### src/rtl/openfire_mem_arbiter_pkg.sv
// openfire_mem_arbiter_pkg: shared encodings for the instruction/data memory arbiter.
// Rev 1.0 - initial release
`default_nettype none

package openfire_mem_arbiter_pkg;

  typedef enum logic [1:0] {
    ARB_IDLE = 2'd0,
    ARB_IBUS = 2'd1,
    ARB_DBUS = 2'd2
  } arb_state_e;

  typedef enum logic {
    GRANT_INSTR = 1'b0,
    GRANT_DATA  = 1'b1
  } grant_e;

  // OpenFire no-operation encoding, fed to fetch after reset or an aborted fetch
  localparam logic [31:0] NOOP = 32'h8000_0000;

  // Winner for a non-empty request set: a lone requester wins, otherwise the loser of last time
  function automatic grant_e pick_grant(input logic i_elig, input logic d_elig, input grant_e last);
    if (i_elig && (!d_elig || last == GRANT_DATA)) begin
      return GRANT_INSTR;
    end
    return GRANT_DATA;
  endfunction

endpackage

`default_nettype wire

### src/rtl/openfire_mem_arbiter_watchdog.sv
// openfire_bus_watchdog: counts active bus cycles and pulses expire on the TIMEOUT-th one.
// Rev 1.0 - initial release
`default_nettype none

module openfire_bus_watchdog #(
  parameter int TIMEOUT = 255,
  parameter int TO_W    = 8
) (
  input  logic clock,
  input  logic reset,
  input  logic clear,
  input  logic enable,
  output logic expire
);

  localparam logic [TO_W-1:0] LAST = TO_W'(TIMEOUT - 1);
  localparam logic [TO_W-1:0] SAT  = {TO_W{1'b1}};

  logic [TO_W-1:0] cnt_q;
  logic [TO_W-1:0] cnt_d;

  always_comb begin
    cnt_d = cnt_q;
    if (clear || !enable) begin
      cnt_d = '0;
    end else if (cnt_q != SAT) begin
      cnt_d = cnt_q + 1'b1;
    end
  end

  always_ff @(posedge clock) begin
    if (reset) begin
      cnt_q <= '0;
    end else begin
      cnt_q <= cnt_d;
    end
  end

  // First active cycle sees a count of 0, so the TIMEOUT-th active cycle sees LAST
  assign expire = (TIMEOUT != 0) && enable && (cnt_q == LAST);

endmodule

`default_nettype wire

### src/rtl/openfire_mem_arbiter.sv
// openfire_mem_arbiter: round-robin sharing of one memory bus between fetch and execute.
// Rev 1.0 - initial release
`default_nettype none

module openfire_mem_arbiter
  import openfire_mem_arbiter_pkg::*;
#(
  parameter int ADDR_W  = 32,
  parameter int TIMEOUT = 255,
  parameter int TO_W    = 8
) (
  input  logic              clock,
  input  logic              reset,
  input  logic              i_req,
  input  logic [ADDR_W-1:0] i_addr,
  output logic [31:0]       i_data,
  output logic              i_done,
  input  logic              d_req,
  input  logic              d_we,
  input  logic [3:0]        d_sel,
  input  logic [ADDR_W-1:0] d_addr,
  input  logic [31:0]       d_wdata,
  output logic [31:0]       d_rdata,
  output logic              d_done,
  output logic              bus_err,
  output logic              i_stall,
  output logic              d_stall,
  output logic              mem_req,
  output logic              mem_we,
  output logic [3:0]        mem_sel,
  output logic [ADDR_W-1:0] mem_addr,
  output logic [31:0]       mem_wdata,
  input  logic [31:0]       mem_rdata,
  input  logic              mem_ack
);

  localparam logic [ADDR_W-1:0] WORD_MASK = ~(ADDR_W'(3));

  arb_state_e        state_q, state_d;
  grant_e            last_grant_q, last_grant_d;
  logic              mem_req_q, mem_req_d;
  logic              mem_we_q, mem_we_d;
  logic [3:0]        mem_sel_q, mem_sel_d;
  logic [ADDR_W-1:0] mem_addr_q, mem_addr_d;
  logic [31:0]       mem_wdata_q, mem_wdata_d;
  logic [31:0]       i_data_q, i_data_d;
  logic [31:0]       d_rdata_q, d_rdata_d;
  logic              i_done_q, i_done_d;
  logic              d_done_q, d_done_d;
  logic              bus_err_q, bus_err_d;

  logic              i_elig;
  logic              d_elig;
  logic              wd_clear;
  logic              wd_expire;
  grant_e            grant;

  // A requester still holds its level during its done pulse; that level is stale
  assign i_elig = i_req && !i_done_q;
  assign d_elig = d_req && !d_done_q;
  assign grant  = pick_grant(i_elig, d_elig, last_grant_q);

  always_comb begin
    state_d      = state_q;
    last_grant_d = last_grant_q;
    mem_req_d    = mem_req_q;
    mem_we_d     = mem_we_q;
    mem_sel_d    = mem_sel_q;
    mem_addr_d   = mem_addr_q;
    mem_wdata_d  = mem_wdata_q;
    i_data_d     = i_data_q;
    d_rdata_d    = d_rdata_q;
    i_done_d     = 1'b0;
    d_done_d     = 1'b0;
    bus_err_d    = 1'b0;
    wd_clear     = 1'b0;

    case (state_q)
      ARB_IDLE: begin
        if (i_elig || d_elig) begin
          mem_req_d    = 1'b1;
          wd_clear     = 1'b1;
          last_grant_d = grant;
          if (grant == GRANT_INSTR) begin
            state_d     = ARB_IBUS;
            mem_addr_d  = i_addr & WORD_MASK;
            mem_we_d    = 1'b0;
            mem_sel_d   = 4'b1111;
            mem_wdata_d = '0;
          end else begin
            state_d     = ARB_DBUS;
            mem_addr_d  = d_addr & WORD_MASK;
            mem_we_d    = d_we;
            mem_sel_d   = d_sel;
            mem_wdata_d = d_wdata;
          end
        end
      end

      ARB_IBUS, ARB_DBUS: begin
        // An ack arriving with the watchdog expiry still counts as a normal completion
        if (mem_ack || wd_expire) begin
          state_d   = ARB_IDLE;
          mem_req_d = 1'b0;
          mem_we_d  = 1'b0;
          bus_err_d = !mem_ack;
          if (state_q == ARB_IBUS) begin
            i_done_d = 1'b1;
            i_data_d = mem_ack ? mem_rdata : NOOP;
          end else begin
            d_done_d = 1'b1;
            if (!mem_ack) begin
              d_rdata_d = '0;
            end else if (!mem_we_q) begin
              d_rdata_d = mem_rdata;
            end
          end
        end
      end

      default: begin
        state_d   = ARB_IDLE;
        mem_req_d = 1'b0;
        mem_we_d  = 1'b0;
      end
    endcase
  end

  always_ff @(posedge clock) begin
    if (reset) begin
      state_q      <= ARB_IDLE;
      last_grant_q <= GRANT_INSTR;
      mem_req_q    <= 1'b0;
      mem_we_q     <= 1'b0;
      mem_sel_q    <= '0;
      mem_addr_q   <= '0;
      mem_wdata_q  <= '0;
      i_data_q     <= NOOP;
      d_rdata_q    <= '0;
      i_done_q     <= 1'b0;
      d_done_q     <= 1'b0;
      bus_err_q    <= 1'b0;
    end else begin
      state_q      <= state_d;
      last_grant_q <= last_grant_d;
      mem_req_q    <= mem_req_d;
      mem_we_q     <= mem_we_d;
      mem_sel_q    <= mem_sel_d;
      mem_addr_q   <= mem_addr_d;
      mem_wdata_q  <= mem_wdata_d;
      i_data_q     <= i_data_d;
      d_rdata_q    <= d_rdata_d;
      i_done_q     <= i_done_d;
      d_done_q     <= d_done_d;
      bus_err_q    <= bus_err_d;
    end
  end

  openfire_bus_watchdog #(
    .TIMEOUT (TIMEOUT),
    .TO_W    (TO_W)
  ) u_watchdog (
    .clock  (clock),
    .reset  (reset),
    .clear  (wd_clear),
    .enable (state_q != ARB_IDLE),
    .expire (wd_expire)
  );

  assign mem_req   = mem_req_q;
  assign mem_we    = mem_we_q;
  assign mem_sel   = mem_sel_q;
  assign mem_addr  = mem_addr_q;
  assign mem_wdata = mem_wdata_q;
  assign i_data    = i_data_q;
  assign d_rdata   = d_rdata_q;
  assign i_done    = i_done_q;
  assign d_done    = d_done_q;
  assign bus_err   = bus_err_q;
  assign i_stall   = i_req && !i_done_q;
  assign d_stall   = d_req && !d_done_q;

endmodule

`default_nettype wire
### config.mk
export PLATFORM = sky130hd
export DESIGN_NAME = openfire_mem_arbiter
export DESIGN_NICKNAME = d
export VERILOG_FILES = /design/src/rtl/openfire_mem_arbiter_pkg.sv /design/src/rtl/openfire_mem_arbiter_watchdog.sv /design/src/rtl/openfire_mem_arbiter.sv
export SDC_FILE = /design/constraint.sdc
export NUM_CORES = 1
export LEC_CHECK = 0
export ABC_CLOCK_PERIOD_IN_PS = 4620
export CAP_MARGIN = 15
export CELL_PAD_IN_SITES_DETAIL_PLACEMENT = 1
export CELL_PAD_IN_SITES_GLOBAL_PLACEMENT = 2
export CORE_MARGIN = 2
export CORE_UTILIZATION = 24
export DETAILED_ROUTE_END_ITERATION = 8
export GPL_ROUTABILITY_DRIVEN = 0
export PLACE_DENSITY_LB_ADDON = 0.1
export SYNTH_ARGS = -nofsm -noshare
export SYNTH_HDL_FRONTEND = slang
export SYNTH_SLANG_ARGS = --single-unit
export TNS_END_PERCENT = 20
### constraint.sdc
create_clock -name clock -period 4.62 [get_ports clock]
set_clock_uncertainty 0.15 [all_clocks]
set_input_delay 0.693 -clock clock [delete_from_list [all_inputs] [get_ports clock]]
set_output_delay 0.693 -clock clock [all_outputs]
set_load 0.05 [all_outputs]
# ---- Yosys cells after proc, flatten, opt, wreduce, memory -nomap -nowiden
# Index checks and enable logic that the tools add are counted.
dict set report word_totals {
  regBits 148
  in_bits 138
  elab_cells 69
}
dict set report classes {
  n_addsub 1
  eq_ne 7
  n_mux 23
  n_bitwise 3
  reduce_logical 22
}
# operator count
set op_table {}
lappend op_table {{$mux W32} 5}
lappend op_table {{$mux W1} 11}
lappend op_table {{$add A8 B1 Y8 const B} 1}
lappend op_table {{$eq A8 B8 Y1 const B} 1}
lappend op_table {{$ne A8 B8 Y1 const B} 1}
lappend op_table {{$mux W2} 3}
lappend op_table {{$ne A2 B2 Y1 const B} 3}
lappend op_table {{$logic_not A1 Y1} 5}
lappend op_table {{$logic_and A1 B1 Y1} 4}
lappend op_table {{$logic_or A1 B1 Y1} 4}
lappend op_table {{$mux W4} 1}
lappend op_table {{$pmux W1 S2} 2}
lappend op_table {{$pmux W2 S2} 1}
lappend op_table {{$reduce_and A2 Y1} 2}
lappend op_table {{$reduce_and A4 Y1} 1}
lappend op_table {{$reduce_or A2 Y1} 2}
lappend op_table {{$not A1 Y1} 3}
lappend op_table {{$reduce_and A3 Y1} 1}
lappend op_table {{$reduce_or A3 Y1} 1}
lappend op_table {{$eq A2 B1 Y1 const B} 1}
lappend op_table {{$eq A2 B2 Y1 const B} 1}
lappend op_table {{$logic_not A2 Y1} 1}
lappend op_table {{$reduce_bool A2 Y1} 1}

# ---- Longest topological paths before layout
# Gate-level depths: netlist of the first run.
dict set report depth {
  depth_word 10
  mapped_depth 9
  mapped_depth_nobuf 6
}

# ---- Hierarchy
# From an unflattened synthesis of the first run, not the netlist that was laid out.
dict set report unflattened {
  cells_unflattened 663
  hier_area_um2 5880.6
}
# mod n_inst cells_each area_per_inst_um2 seq_area_each_um2
set modules_own_cells {}
lappend modules_own_cells {openfire_mem_arbiter 1 618 5491.5 2762.6}
lappend modules_own_cells {openfire_bus_watchdog 1 45 389.1 160.2}

# ---- Worst setup path before layout of the first run
# OpenSTA, ideal clock, no wires.
dict set report synth_path {
  path_type {input to register}
  start {input port i_req}
  end {register mem_addr_q[26], in the netlist mem_addr[26]}
  arrival_ps 1969
  t_required_ps 4338
  setup_slack_ps 2368
  stages 7
  path_cell_list {nor2b_1 > buf_2 > o21a_1 > buf_2 > buf_2 > mux2i_1 > a21oi_1}
}
dict set report synth_between {
  elab_chain_len 5
  elab_cells_between_ends 7
  cone_classes {3 x mux; 4 x reduce/logical}
}
# element line
set synth_rtl {}
lappend synth_rtl {{start, declared} openfire_mem_arbiter.sv:14} ;# input logic i_req,
lappend synth_rtl {{$logic_and A1 B1 Y1 (*)} --}
lappend synth_rtl {{named net i_stall} openfire_mem_arbiter.sv:26} ;# output logic i_stall,
lappend synth_rtl {{$logic_and A1 B1 Y1} openfire_mem_arbiter_pkg.sv:23} ;# if (i_elig && (!d_elig || last == GRANT_DATA)) begin
lappend synth_rtl {{$mux W1} openfire_mem_arbiter_pkg.sv:23}
lappend synth_rtl {{$mux W1} openfire_mem_arbiter_pkg.sv:26} ;# return GRANT_DATA;
lappend synth_rtl {{$mux W32} openfire_mem_arbiter.sv:84} ;# if (grant == GRANT_INSTR) begin
lappend synth_rtl {{end signal, assigned} openfire_mem_arbiter.sv:149} ;# mem_addr_q <= mem_addr_d;
lappend synth_rtl {{end, declared} openfire_mem_arbiter.sv:44} ;# logic [ADDR_W-1:0] mem_addr_q, mem_addr_d;
# The timed path passes the listed nets; every way through them passes the cells marked *.
# A chain may end at the register's enable or synchronous reset.

# ---- Worst setup path in the final report of the first run
dict set report layout_path {
  start {input port i_req}
  end {output port i_stall}
}
dict set report layout_between {
  elab_chain_len 1
}
# element line
set layout_rtl {}
lappend layout_rtl {{$logic_and A1 B1 Y1} openfire_mem_arbiter.sv:180} ;# assign i_stall = i_req && !i_done_q;
lappend layout_rtl {{end, declared} openfire_mem_arbiter.sv:26}
# Every way passes these cells.

==> results.md, run 1 <==
- The class of the tightest hold or removal check is flop to flop.
- The worst voltage drop across the vdd grid is 0.206 mV.
- Hold is met by 327 ps.
- By instance count, the cell type seen most on the critical path is clkdlybuf4s50_1.
- The tool flagged a number of max-cap violations equal to 0.
- Setup repair after global routing left no endpoint under its margin.
- The deepest level of the CTS H-tree is 4.
- Dividing the detail-routed wire length by the instance count gives 17.9 um.
- The first detailed-routing pass ran for 4 iterations.
- The number of setup buffers added after CTS is 0.
- The net switching component of the power is 1.39 mW.
- The synthesized design contains 146 register bits.
- Entering global routing, the biggest net connects 71 pins.
- The total setup violations reported at the end of the flow is 0.
- The number of vias per cell after detailed routing is 4.76.
- The layout cell share with drive strength beyond 1 is 6.46%.
- In the post-synthesis netlist, the biggest area contributors are dfxtp_1 53%, a22oi_1 8.7%, a21oi_1 6.4%.
- The routed design could run at a clock period as short as 3470 ps.
- After floorplanning, the core was divided into 55 placement rows.
- The sequential fraction of the synthesis area is 53.0%.
- The upper clock frequency limit is 0.289 GHz.
- The hold violation count in the final report came to 0.
- For this run, global-route usage on met1 was measured as 19.4%.
- The prevailing post-synth register cell is dfxtp_1.
- The type of element launching the critical path is an input port.
- The total detailed-routing wirelength is 20100 um.
- The average instance in the mapped netlist occupies 9.57 sq um.
- The TritonCTS clock tree is done.
- The Yosys step of the flow raised 0 warnings.
- The area of the multi-input gates is 2370 sq um.
- The dominant cell by count in the synthesized netlist is dfxtp_1.
- For this design, the sink count on the clock tree is 146.
- Walking the worst path, the cells encountered are clkdlybuf4s50_1 > nor2b_1 > clkdlybuf4s50_1.
- The cell area after synthesis is 5510 sq um.
- The number of filler instances in the final layout is 2521.
- Broken down by cell family, the worst path's largest delay share belongs to buffers and inverters.
- The count of flip-flops with a built-in enable after synthesis is 0.
- The count of final max-slew check failures is 0.
- The area of the core is 22600 sq um.
- The count of different cell masters after synthesis is 38.
- Dividing total power by cell area gives a power density of 444 nW/um^2.
- The delay contributed by the slowest stage of the critical path is 960 ps.
- The setup path with the least slack is of type input port to primary output.
- The pin slew with the least headroom to its limit is 1070 ps.
- The required time of the critical path is 3780 ps.
- The worst-case clock buffer depth is 2.
- The share of the cycle needed by the critical path after routing is 75.0%.
- The total clock buffers created by CTS is 17.
- Of the total power, registers draw 35.9%.
- The relative max-transition margin is 28.3%.
- The sequential cells in the finished layout cover a total of 2920 sq um.
- The sum of buffers and inverters on the critical path is 2.
- Clock tree synthesis selected as its root buffer the cell clkbuf_16.
- The gate count after technology mapping is 576.
- The half-perimeter wire length of the detailed placement result is 14000 um.
- The die covers 24200 sq um.
- The internal portion of total power is 2.65 mW.
- The number of antenna violations at the first check in global routing was 0.
- The floorplan die width is 156 um.
- The maximum fanout along the worst path is 7.
- The share of power burned in the clock network is 35.8%.
- The cell with the largest stage delay on the worst path is clkdlybuf4s50_1.
- In the global route stage, overall resource usage came out at 16.4%.
- The combinational power share is 28.4%.
- The post-detailed-route count of antenna-violating nets is 0.
- Summed over all cells, the static leakage comes to 3.32 nW.
- Global routing used 6.92% of the available met3 tracks.
- The layer flagged by global routing as most heavily used is met2.
- For this design the top-level I/O count stands at 277.
- In this run the biggest area consumer among cell types represents 53.0% of the synthesized area.
- The net count of the finished layout is 965.
- Clock-pin slew was measured on the worst setup and hold paths at 60 ps.
- The global routing met2 resource utilization is 27.2%.
- The kind of capture point of the worst setup path is a primary output.
- Detailed routing inserted a total of 5338 vias.
- During placement, the flow inserted port buffers numbering 270.
- Sorting the synthesized cells by how often they occur yields 146 x dfxtp_1, 70 x a21oi_1, 64 x a22oi_1.
- The wire length of the first global-routing pass is 31400 um.
- The net switching fraction of the power is 34.4%.
- The async set or reset register ratio after synthesis is 0%.
- For this configuration, the core starts out at a cell density of 24.4%.
- Of all cell types, the one taking the most synthesized area is dfxtp_1.
- The run finished with clean final reports.
- The floorplan step set the die height to 156 um.
- 0 antenna diodes ended up in the layout.
- At the worst endpoint, the arrival time is 2620 ps.
- The clock insertion delay at the later pin of the skew report is 410 ps.
- The detailed router finished its first iteration with 199 violations.
- The number of buffers inserted for hold repair after clock tree synthesis is 0.
- For this run the aggregate overflow at the end of global routing stands at 0.
- The remaining design rule violation count is 0.
- In the final timing run, aggregate negative setup slack is 0 ps.
- The via count of the first global-routing pass is 5715.
- The area overhead of the layout relative to synthesis is 65.1%.
- The number of gates resized after CTS is 0.
## through the flow
stage                     instance area [sq um]  cells  setup WS, ps  utilization (%)  power (mW)
after floorplan                            5520    577          2370                -        2.17
after CTS                                  9050   1119          1130             40.1        4.10
after global placement                     8440   1087          1150             37.4        2.61
after global routing                       9100   1121          1070             40.3        4.23
final                                      9100   1121          1150             40.3        4.04
after detailed placement                   8440   1087          1130             37.4        2.63
## sequential cells by signal (all words and copies together), names as in the netlist
| signal | count |
|---|---|
| bus_err | 1 |
| mem_sel | 4 |
| mem_req | 1 |
| u_watchdog.cnt_q | 8 |
| mem_addr | 30 |
| i_done | 1 |
| mem_we | 1 |
| mem_wdata | 32 |
| last_grant_q | 1 |
| i_data | 32 |
| state_q | 2 |
| d_rdata | 32 |
| d_done | 1 |
## cell families (layout without fill, tap and decap cells)
family | count (synthesis) | after routing | share of synthesized area, %
AO/OA/AOI/OAI | 215 | 215 | 25.3
flip-flops | 146 | 146 | 53.0
AND/OR/NAND/NOR | 115 | 115 | 9.89
buffers and inverters | 60 | 319 | 4.63
multiplexers | 30 | 30 | 5.45
XOR/XNOR | 5 | 5 | 0.794
adder cells (fa/ha/maj) | 4 | 4 | 0.908
other | 1 | 2 | 0.0680
## cells in the final DEF, fill, tap and decap left out, types with 3 or more instances in the layout
cell,n
nor2_1,46
nand2_1,9
nand2b_1,5
clkinvlp_4,3
clkbuf_16,17
clkinv_4,4
nor3_1,7
a22o_1,31
buf_4,9
a21oi_1,69
o21bai_1,3
inv_1,5
clkdlybuf4s50_1,269
a22oi_1,64
nand3_1,38
xnor2_1,4
bufinv_16,3
dfxtp_1,146
a31oi_1,3
mux2i_1,30
o21ai_0,36
ha_1,4
## final timing paths
path	from	endpoint	slack (ps)	depth (start not counted)
min	i_data[7]	i_data[7]	330	1
max	i_req	i_stall	1150	3
max reg2reg	i_done	state_q[0]	2110	5
min reg2reg	i_data[7]	i_data[7]	330	1
## metal layers
layer | share of wire, % | routed length, um
met1 | 42 | 8470
met2 | 48 | 9540
met3 | 8.8 | 1780
met4 | 1.4 | 278
met5 | 0 | 0
## final cells by class
cell class,count,area share (%)
Sequential cell,146,32.1
Timing Repair Buffer,281,31.0
Multi-Input combinational cell,371,26.0
Clock buffer,18,4.71
Tap cell,285,3.92
Clock inverter,14,1.99
Inverter,6,0.247
## power groups by stage
stage	logic (mW)	clock network [mW]	registers, mW
floorplan	0.310	0	1.86
global placement	1.14	0	1.47
detailed placement	1.15	0	1.48
CTS	1.16	1.49	1.45
global route	1.22	1.55	1.47
finish	1.15	1.45	1.45
No activity file was read; power rests on OpenSTA's default activity.
==> inputs of run 2 (changes only) <==
--- a/config.mk
+++ b/config.mk
@@ -5,12 +5,12 @@
 export SDC_FILE = /design/constraint.sdc
 export NUM_CORES = 1
 export LEC_CHECK = 0
-export ABC_CLOCK_PERIOD_IN_PS = 4620
+export ABC_CLOCK_PERIOD_IN_PS = 3450
 export CAP_MARGIN = 15
 export CELL_PAD_IN_SITES_DETAIL_PLACEMENT = 1
 export CELL_PAD_IN_SITES_GLOBAL_PLACEMENT = 2
 export CORE_MARGIN = 2
-export CORE_UTILIZATION = 24
+export CORE_UTILIZATION = 22
 export DETAILED_ROUTE_END_ITERATION = 8
 export GPL_ROUTABILITY_DRIVEN = 0
 export PLACE_DENSITY_LB_ADDON = 0.1
==> constraint.sdc (replaced) <==
create_clock -name clock -period 3.45 [get_ports clock]
set_clock_uncertainty 0.15 [all_clocks]
set_input_delay 0.5175 -clock clock [delete_from_list [all_inputs] [get_ports clock]]
set_output_delay 0.5175 -clock clock [all_outputs]
set_load 0.05 [all_outputs]
==> results.md, run 2 (same netlist as run 1, synthesis figures left out) <==
- Outcome: complete, no violations (unchanged).
- The total routing usage reported by global routing is 14.8% (was 16.4%).
- The filler-free cell count of the finished design is 1162 (was 1121).
- The total setup violations reported at the end of the flow is 0 (unchanged).
- The post-detailed-route count of antenna-violating nets is 0 (unchanged).
- The half-perimeter wire length of the detailed placement result is 14300 um (was 14000 um).
- The worst-case clock buffer depth was 2 (unchanged).
- The clock insertion delay at the later pin of the skew report is 420 ps (was 410 ps).
- The number of filler instances in the final layout is 2756 (was 2521).
- The average routed wire per standard cell was 17.1 um (was 17.9 um).
- The total clock buffers created by CTS is 17 (unchanged).
- The relative max-transition margin was 51.9% (was 28.3%).
- The area of the multi-input gates is 2360 sq um (was 2370 sq um).
- The pin slew with the least headroom to its limit is 722 ps (was 1070 ps).
- The root buffer cell is clkbuf_16 (unchanged).
- The delay contributed by the slowest stage of the critical path came to 880 ps (was 960 ps).
- The number of setup buffers added after CTS is 0 (unchanged).
- The power per unit of standard cell area is 576 nW/um^2 (was 444 nW/um^2).
- The number of buffers inserted for hold repair after clock tree synthesis is 0 (unchanged).
- The maximum fanout along the worst path is 5 (was 7).
- The class of the tightest hold or removal check was flop to flop (unchanged).
- The total detailed-routing wirelength is 19900 um (was 20100 um).
- The vertical die dimension is 162 um (was 156 um).
- The post-layout total power is 5.24 mW (was 4.04 mW).
- The cell with the largest stage delay on the worst path is clkdlybuf4s50_1 (unchanged).
- The number of antenna violations at the first check in global routing is 1 (was 0).
- The number of gates resized after CTS is 0 (unchanged).
- The total global routing overflow was 0 (unchanged).
- The kind of capture point of the worst setup path is a primary output (unchanged).
- The floorplan die width is 162 um (was 156 um).
- The area overhead of the layout relative to synthesis is 65.0% (was 65.1%).
- The total iterations of the first detailed-routing run came to 4 (unchanged).
- The total die area is 26300 sq um (was 24200 sq um).
- The hold violation count in the final report is 0 (unchanged).
- The detailed router's first-iteration violation count is 194 (was 199).
- Dividing the final minimum period by the clock period gives 81.2%.
- The type of element launching the critical path is an input port (unchanged).
- The remaining design rule violation count is 0 (unchanged).
- Most frequent cells in the layout: 268 x clkdlybuf4s50_1, 146 x dfxtp_1, 69 x a21oi_1 (was 269 x clkdlybuf4s50_1, 146 x dfxtp_1, 69 x a21oi_1).
- The TritonCTS clock tree is done (unchanged).
- The setup total negative slack is 0 ps (unchanged).
- The via count of the first global-routing pass is 5611 (was 5715).
- The number of vias per cell after detailed routing is 4.63 (was 4.76).
- Cells along the critical path: clkdlybuf4s50_1 > nand2b_1 > inv_2 > clkdlybuf4s50_1 (was clkdlybuf4s50_1 > nor2b_1 > clkdlybuf4s50_1).
- The clock-pin slew on the worst setup and hold paths is 60 ps (about the same).
- The signal arrival time at the worst endpoint came to 2130 ps (was 2620 ps).
- The number of vias after detailed routing is 5375 (was 5338).
- The pin count of the biggest net entering global routing is 65 (was 71).
- The count of final max-slew check failures is 0 (unchanged).
- The final net count was 967 (was 965).
- The register area is 2920 sq um (unchanged).
- The most frequent cell on the critical path is clkdlybuf4s50_1 (unchanged).
- The worst voltage drop across the vdd grid is 0.258 mV (was 0.206 mV).
- The layout cell share with drive strength beyond 1 was 6.80% (was 6.46%).
- The total placed cells including tap cells is 1129 (was 1087).
- The upper clock frequency limit is 0.357 GHz.
- The count of standard-cell rows came to 57 (was 55).
- The starting density of the core came to 22.5% (was 24.4%).
- Setup repair after global routing missed its margin: no (unchanged).
- The type of the worst setup path is input port to primary output (unchanged).
- The required time of the critical path is 2780 ps (was 3780 ps).
- The number of diodes added for antenna fixing was 0 (unchanged).
- The area of the core is 24500 sq um (was 22600 sq um).
- The reported leakage power is 3.30 nW (was 3.32 nW).
- The deepest level of the CTS H-tree is 4 (unchanged).
- The number of I/O pins is 277 (unchanged).
- The clock sink count is 146 (unchanged).
- The number of buffer cells added on primary ports is 270 (unchanged).
- The wire length of the first global-routing pass is 30800 um (was 31400 um).
- The most common cell after layout, fill and taps aside is clkdlybuf4s50_1 (unchanged).
- The shortest period the worst path allows is 2800 ps.
- The number of max-cap violations is 0 (unchanged).
## run 2: changes by cell type in the layout (fill, tap and decap cells not counted), moves of 2 or more
cell	delta
inv_6	+4
clkinv_4	-3
buf_4	+2
buf_12	+2
bufinv_16	-3
## run 2: routing by layer
metal	vias to the layer above	GRT usage (%)	wire length, um	share of wire (%)
met2	177	24.7	9540	48
met4	2	3.82	196	0.98
li1	2607	-	-	-
met1	2575	17.4	8440	42
met3	14	6.51	1740	8.8
met5	-	0	7	0.035
## run 2: through the flow
| stage | worst slack, ps | util, % | hold WS [ps] | cell area (sq um) |
|---|---|---|---|---|
| 2_1_floorplan | 1360 | - | 319 | 5520 |
| 3_3_place_gp | 659 | 34.8 | 310 | 8520 |
| 3_5_place_dp | 649 | 34.8 | 317 | 8520 |
| 4_1_cts | 644 | 37.1 | 333 | 9070 |
| 5_1_grt | 588 | 37.2 | 351 | 9100 |
| 6_report | 650 | 37.2 | 329 | 9100 |
## run 2: where the power goes
group	internal, mW	total [mW]	switching, mW
clock	0.942	1.76	0.813
combinational	0.563	1.54	0.976
sequential	1.85	1.94	0.0968
## run 2: path summary, 6_finish.rpt
| path | depth (start not counted) | start | slack, ps | endpoint |
|---|---|---|---|---|
| hold / removal | 1 | i_data[9] | 330 | i_data[9] |
| setup / recovery | 4 | d_req | 650 | d_stall |
| setup reg to reg | 7 | state_q[1] | 1050 | i_data[1] |
| hold reg to reg | 1 | i_data[9] | 330 | i_data[9] |
## run 2: final cells by class
cell class | instances | area share (%)
Inverter | 6 | 0.248
Sequential cell | 146 | 32.1
Tap cell | 324 | 4.46
Multi-Input combinational cell | 371 | 26.0
Clock inverter | 14 | 1.28
Timing Repair Buffer | 283 | 31.2
Clock buffer | 18 | 4.72
## run 2: worst max-delay path: cells and delay by family
family | cells | cell delay [ps]
buffers and inverters | 3 | 1480
AND/OR/NAND/NOR | 1 | 140
==> inputs of run 3 (changes only) <==
--- a/config.mk
+++ b/config.mk
@@ -5,7 +5,7 @@
 export SDC_FILE = /design/constraint.sdc
 export NUM_CORES = 1
 export LEC_CHECK = 0
-export ABC_CLOCK_PERIOD_IN_PS = 3450
+export ABC_CLOCK_PERIOD_IN_PS = 2850
 export CAP_MARGIN = 15
 export CELL_PAD_IN_SITES_DETAIL_PLACEMENT = 1
 export CELL_PAD_IN_SITES_GLOBAL_PLACEMENT = 2
==> constraint.sdc (replaced) <==
create_clock -name clock -period 2.85 [get_ports clock]
set_clock_uncertainty 0.15 [all_clocks]
set_input_delay 0.4275 -clock clock [delete_from_list [all_inputs] [get_ports clock]]
set_output_delay 0.4275 -clock clock [all_outputs]
set_load 0.05 [all_outputs]
==> results.md, run 3 (same netlist as run 1, synthesis figures left out) <==
- The area of the core is 24500 sq um (unchanged).
- The starting density of the core is 22.5% (unchanged).
- The signal arrival time at the worst endpoint is 2700 ps (was 2130 ps).
- The half-perimeter wire length of the detailed placement result came to 14300 um (about the same).
- Outcome: complete, no violations (unchanged).
- The total detailed-routing wirelength is 20000 um (was 19900 um).
- The total routing usage reported by global routing is 15.1% (was 14.8%).
- The remaining design rule violation count is 0 (unchanged).
- The beginning of the worst register-to-register path is state_q[1] (unchanged).
- The required time of the critical path is 3060 ps (was 2780 ps).
- The net switching component of the power is 2.32 mW (was 1.89 mW).
- The root buffer cell was clkbuf_16 (unchanged).
- The internal portion of total power is 4.08 mW (was 3.35 mW).
- The number of vias per cell after detailed routing is 4.57 (was 4.63).
- The filler-free cell count of the finished design is 1164 (was 1162).
- The worst hold path startpoint is i_data[13] (was i_data[9]).
- The number of buffer cells added on primary ports came to 270 (unchanged).
- The most common cell after layout, fill and taps aside is clkdlybuf4s50_1 (unchanged).
- The number of gates resized after CTS came to 0 (unchanged).
- The number of diodes added for antenna fixing was 0 (unchanged).
- The number of filler instances in the final layout is 2774 (was 2756).
- The class of the tightest hold or removal check is flop to flop (unchanged).
- The setup total negative slack is 0 ps (unchanged).
- The total setup violations reported at the end of the flow came to 0 (unchanged).
- The pin slew with the least headroom to its limit is 803 ps (was 722 ps).
- The number of cells on the worst hold path is 1 (unchanged).
- The deepest level of the CTS H-tree is 4 (unchanged).
- The startpoint of the most critical setup path is state_q[1] (was d_req).
- The count of final max-slew check failures is 0 (unchanged).
- The total clock buffers created by CTS was 17 (unchanged).
- The final net count is 969 (was 967).
- The clock-pin slew on the worst setup and hold paths is 60 ps (about the same).
- The total global routing overflow came to 0 (unchanged).
- The type of the worst setup path is flop to flop (was input port to primary output).
- The combinational power share is 29.2% (was 29.4%).
- The number of vias after detailed routing is 5317 (was 5375).
- The layout cell share with drive strength beyond 1 came to 7.14% (was 6.80%).
- The area overhead of the layout relative to synthesis is 65.4% (was 65.0%).
- Setup repair after global routing missed its margin: no (unchanged).
- The net switching fraction of the power is 36.2% (was 36.0%).
- The number of antenna violations at the first check in global routing was 1 (unchanged).
- The average routed wire per standard cell was 17.2 um (was 17.1 um).
- The hold violation count in the final report came to 0 (unchanged).
- Most frequent cells in the layout: 267 x clkdlybuf4s50_1, 146 x dfxtp_1, 69 x a21oi_1 (was 268 x clkdlybuf4s50_1, 146 x dfxtp_1, 69 x a21oi_1).
- The delay contributed by the slowest stage of the critical path was 650 ps (was 880 ps).
- The number of max-cap violations is 0 (unchanged).
- The count of standard-cell rows is 57 (unchanged).
- The shortest period the worst path allows is 2490 ps.
- The share of the cycle needed by the critical path after routing is 87.5%.
- The clock insertion delay at the later pin of the skew report is 420 ps (about the same).
- The number of I/O pins was 277 (unchanged).
- The worst voltage drop across the vdd grid is 0.321 mV (was 0.258 mV).
- The maximum fanout along the worst path is 18 (was 5).
- The total iterations of the first detailed-routing run was 4 (unchanged).
- The total placed cells including tap cells is 1132 (was 1129).
- The relative max-transition margin was 46.4% (was 51.9%).
- The upper clock frequency limit is 0.401 GHz.
- The pin count of the biggest net entering global routing is 70 (was 65).
- The vertical die dimension was 162 um (unchanged).
- The number of buffers inserted for hold repair after clock tree synthesis was 0 (unchanged).
- The cell with the largest stage delay on the worst path was a21oi_2 (was clkdlybuf4s50_1).
- The end point of the worst hold path is i_data[13] (was i_data[9]).
- The wire length of the first global-routing pass is 31300 um (was 30800 um).
- The number of setup buffers added after CTS is 0 (unchanged).
- The via count of the first global-routing pass is 5611 (unchanged).
- The TritonCTS clock tree is done (unchanged).
- Cells along the critical path: inv_1 > ha_1 > nand4b_4 > o21bai_1 > a21oi_2 > buf_4 > a22o_1 (was clkdlybuf4s50_1 > nand2b_1 > inv_2 > clkdlybuf4s50_1).
- The reported leakage power was 3.32 nW (was 3.30 nW).
- The post-detailed-route count of antenna-violating nets is 0 (unchanged).
- The reg-to-reg setup timing slack is 360 ps (was 1050 ps).
- The worst reg-to-reg path cell count came to 7 (unchanged).
- The sequential fraction of design power is 36.7% (was 37.1%).
- The kind of capture point of the worst setup path is a flop (was primary output).
- The capture point of the worst reg-to-reg path is i_data[9] (was i_data[1]).
- The total die area is 26300 sq um (unchanged).
- The floorplan die width is 162 um (unchanged).
- The clock sink count was 146 (unchanged).
- The worst-case clock buffer depth is 2 (unchanged).
- The detailed router's first-iteration violation count was 212 (was 194).
- The share of power burned in the clock network was 34.1% (was 33.5%).
- The type of element launching the critical path is a flop (was input port).
- The power per unit of standard cell area is 701 nW/um^2 (was 576 nW/um^2).
==> run 3: worst max-delay path: cells and delay by family, from the launching register on <==
family | cells | cell delay, ps
compound gates | 3 | 960
flops | 1 | 330
buf+inv | 2 | 440
fa+ha+maj | 1 | 340
simple gates | 1 | 220
==> run 3: metal layers <==
metal / routed length (um) / track usage [%]
met4: 163 / 3.74
met5: 16 / 0
met1: 8510 / 18.0
met2: 9400 / 24.7
met3: 1880 / 6.72
==> run 3: how the worst max path moves through the flow <==
stage	endpoint	slack (ps)
floorplan	mem_we	760
global placement	i_data[14]	360
global route	i_data[8]	120
CTS	i_data[9]	330
detailed placement	i_data[9]	260
finish	i_data[9]	360
==> run 3: power by group through the flow <==
stage               combinational [mW]  clock, mW  sequential (mW)
floorplan                        0.503          0             3.02
global placement                  1.87          0             2.38
detailed placement                1.89          0             2.39
CTS                               1.90       2.27             2.35
global route                      1.99       2.35             2.37
finish                            1.87       2.18             2.35
==> run 3: metrics by stage <==
stage / util, % / hold slack (ps) / setup slack (ps) / cell area (sq um) / total power [mW]
5_1_grt: 37.3 / 347 / 122 / 9120 / 6.72
3_5_place_dp: 35.0 / 318 / 258 / 8560 / 4.29
4_1_cts: 37.3 / 336 / 329 / 9120 / 6.52
3_3_place_gp: 35.0 / 311 / 365 / 8560 / 4.26
2_1_floorplan: - / 319 / 764 / 5520 / 3.52
6_report: 37.3 / 330 / 357 / 9120 / 6.40
==> run 3: cell type report <==
class / count / area, sq um / share of cell area [%]
clock inverters: 14 / 136 / 1.50
repair buffers: 285 / 2840 / 31.2
well taps: 324 / 405 / 4.44
clock buffers: 18 / 429 / 4.71
multi-input cells: 371 / 2360 / 25.9
flip-flops and latches: 146 / 2920 / 32.0
inverters: 6 / 22.5 / 0.247
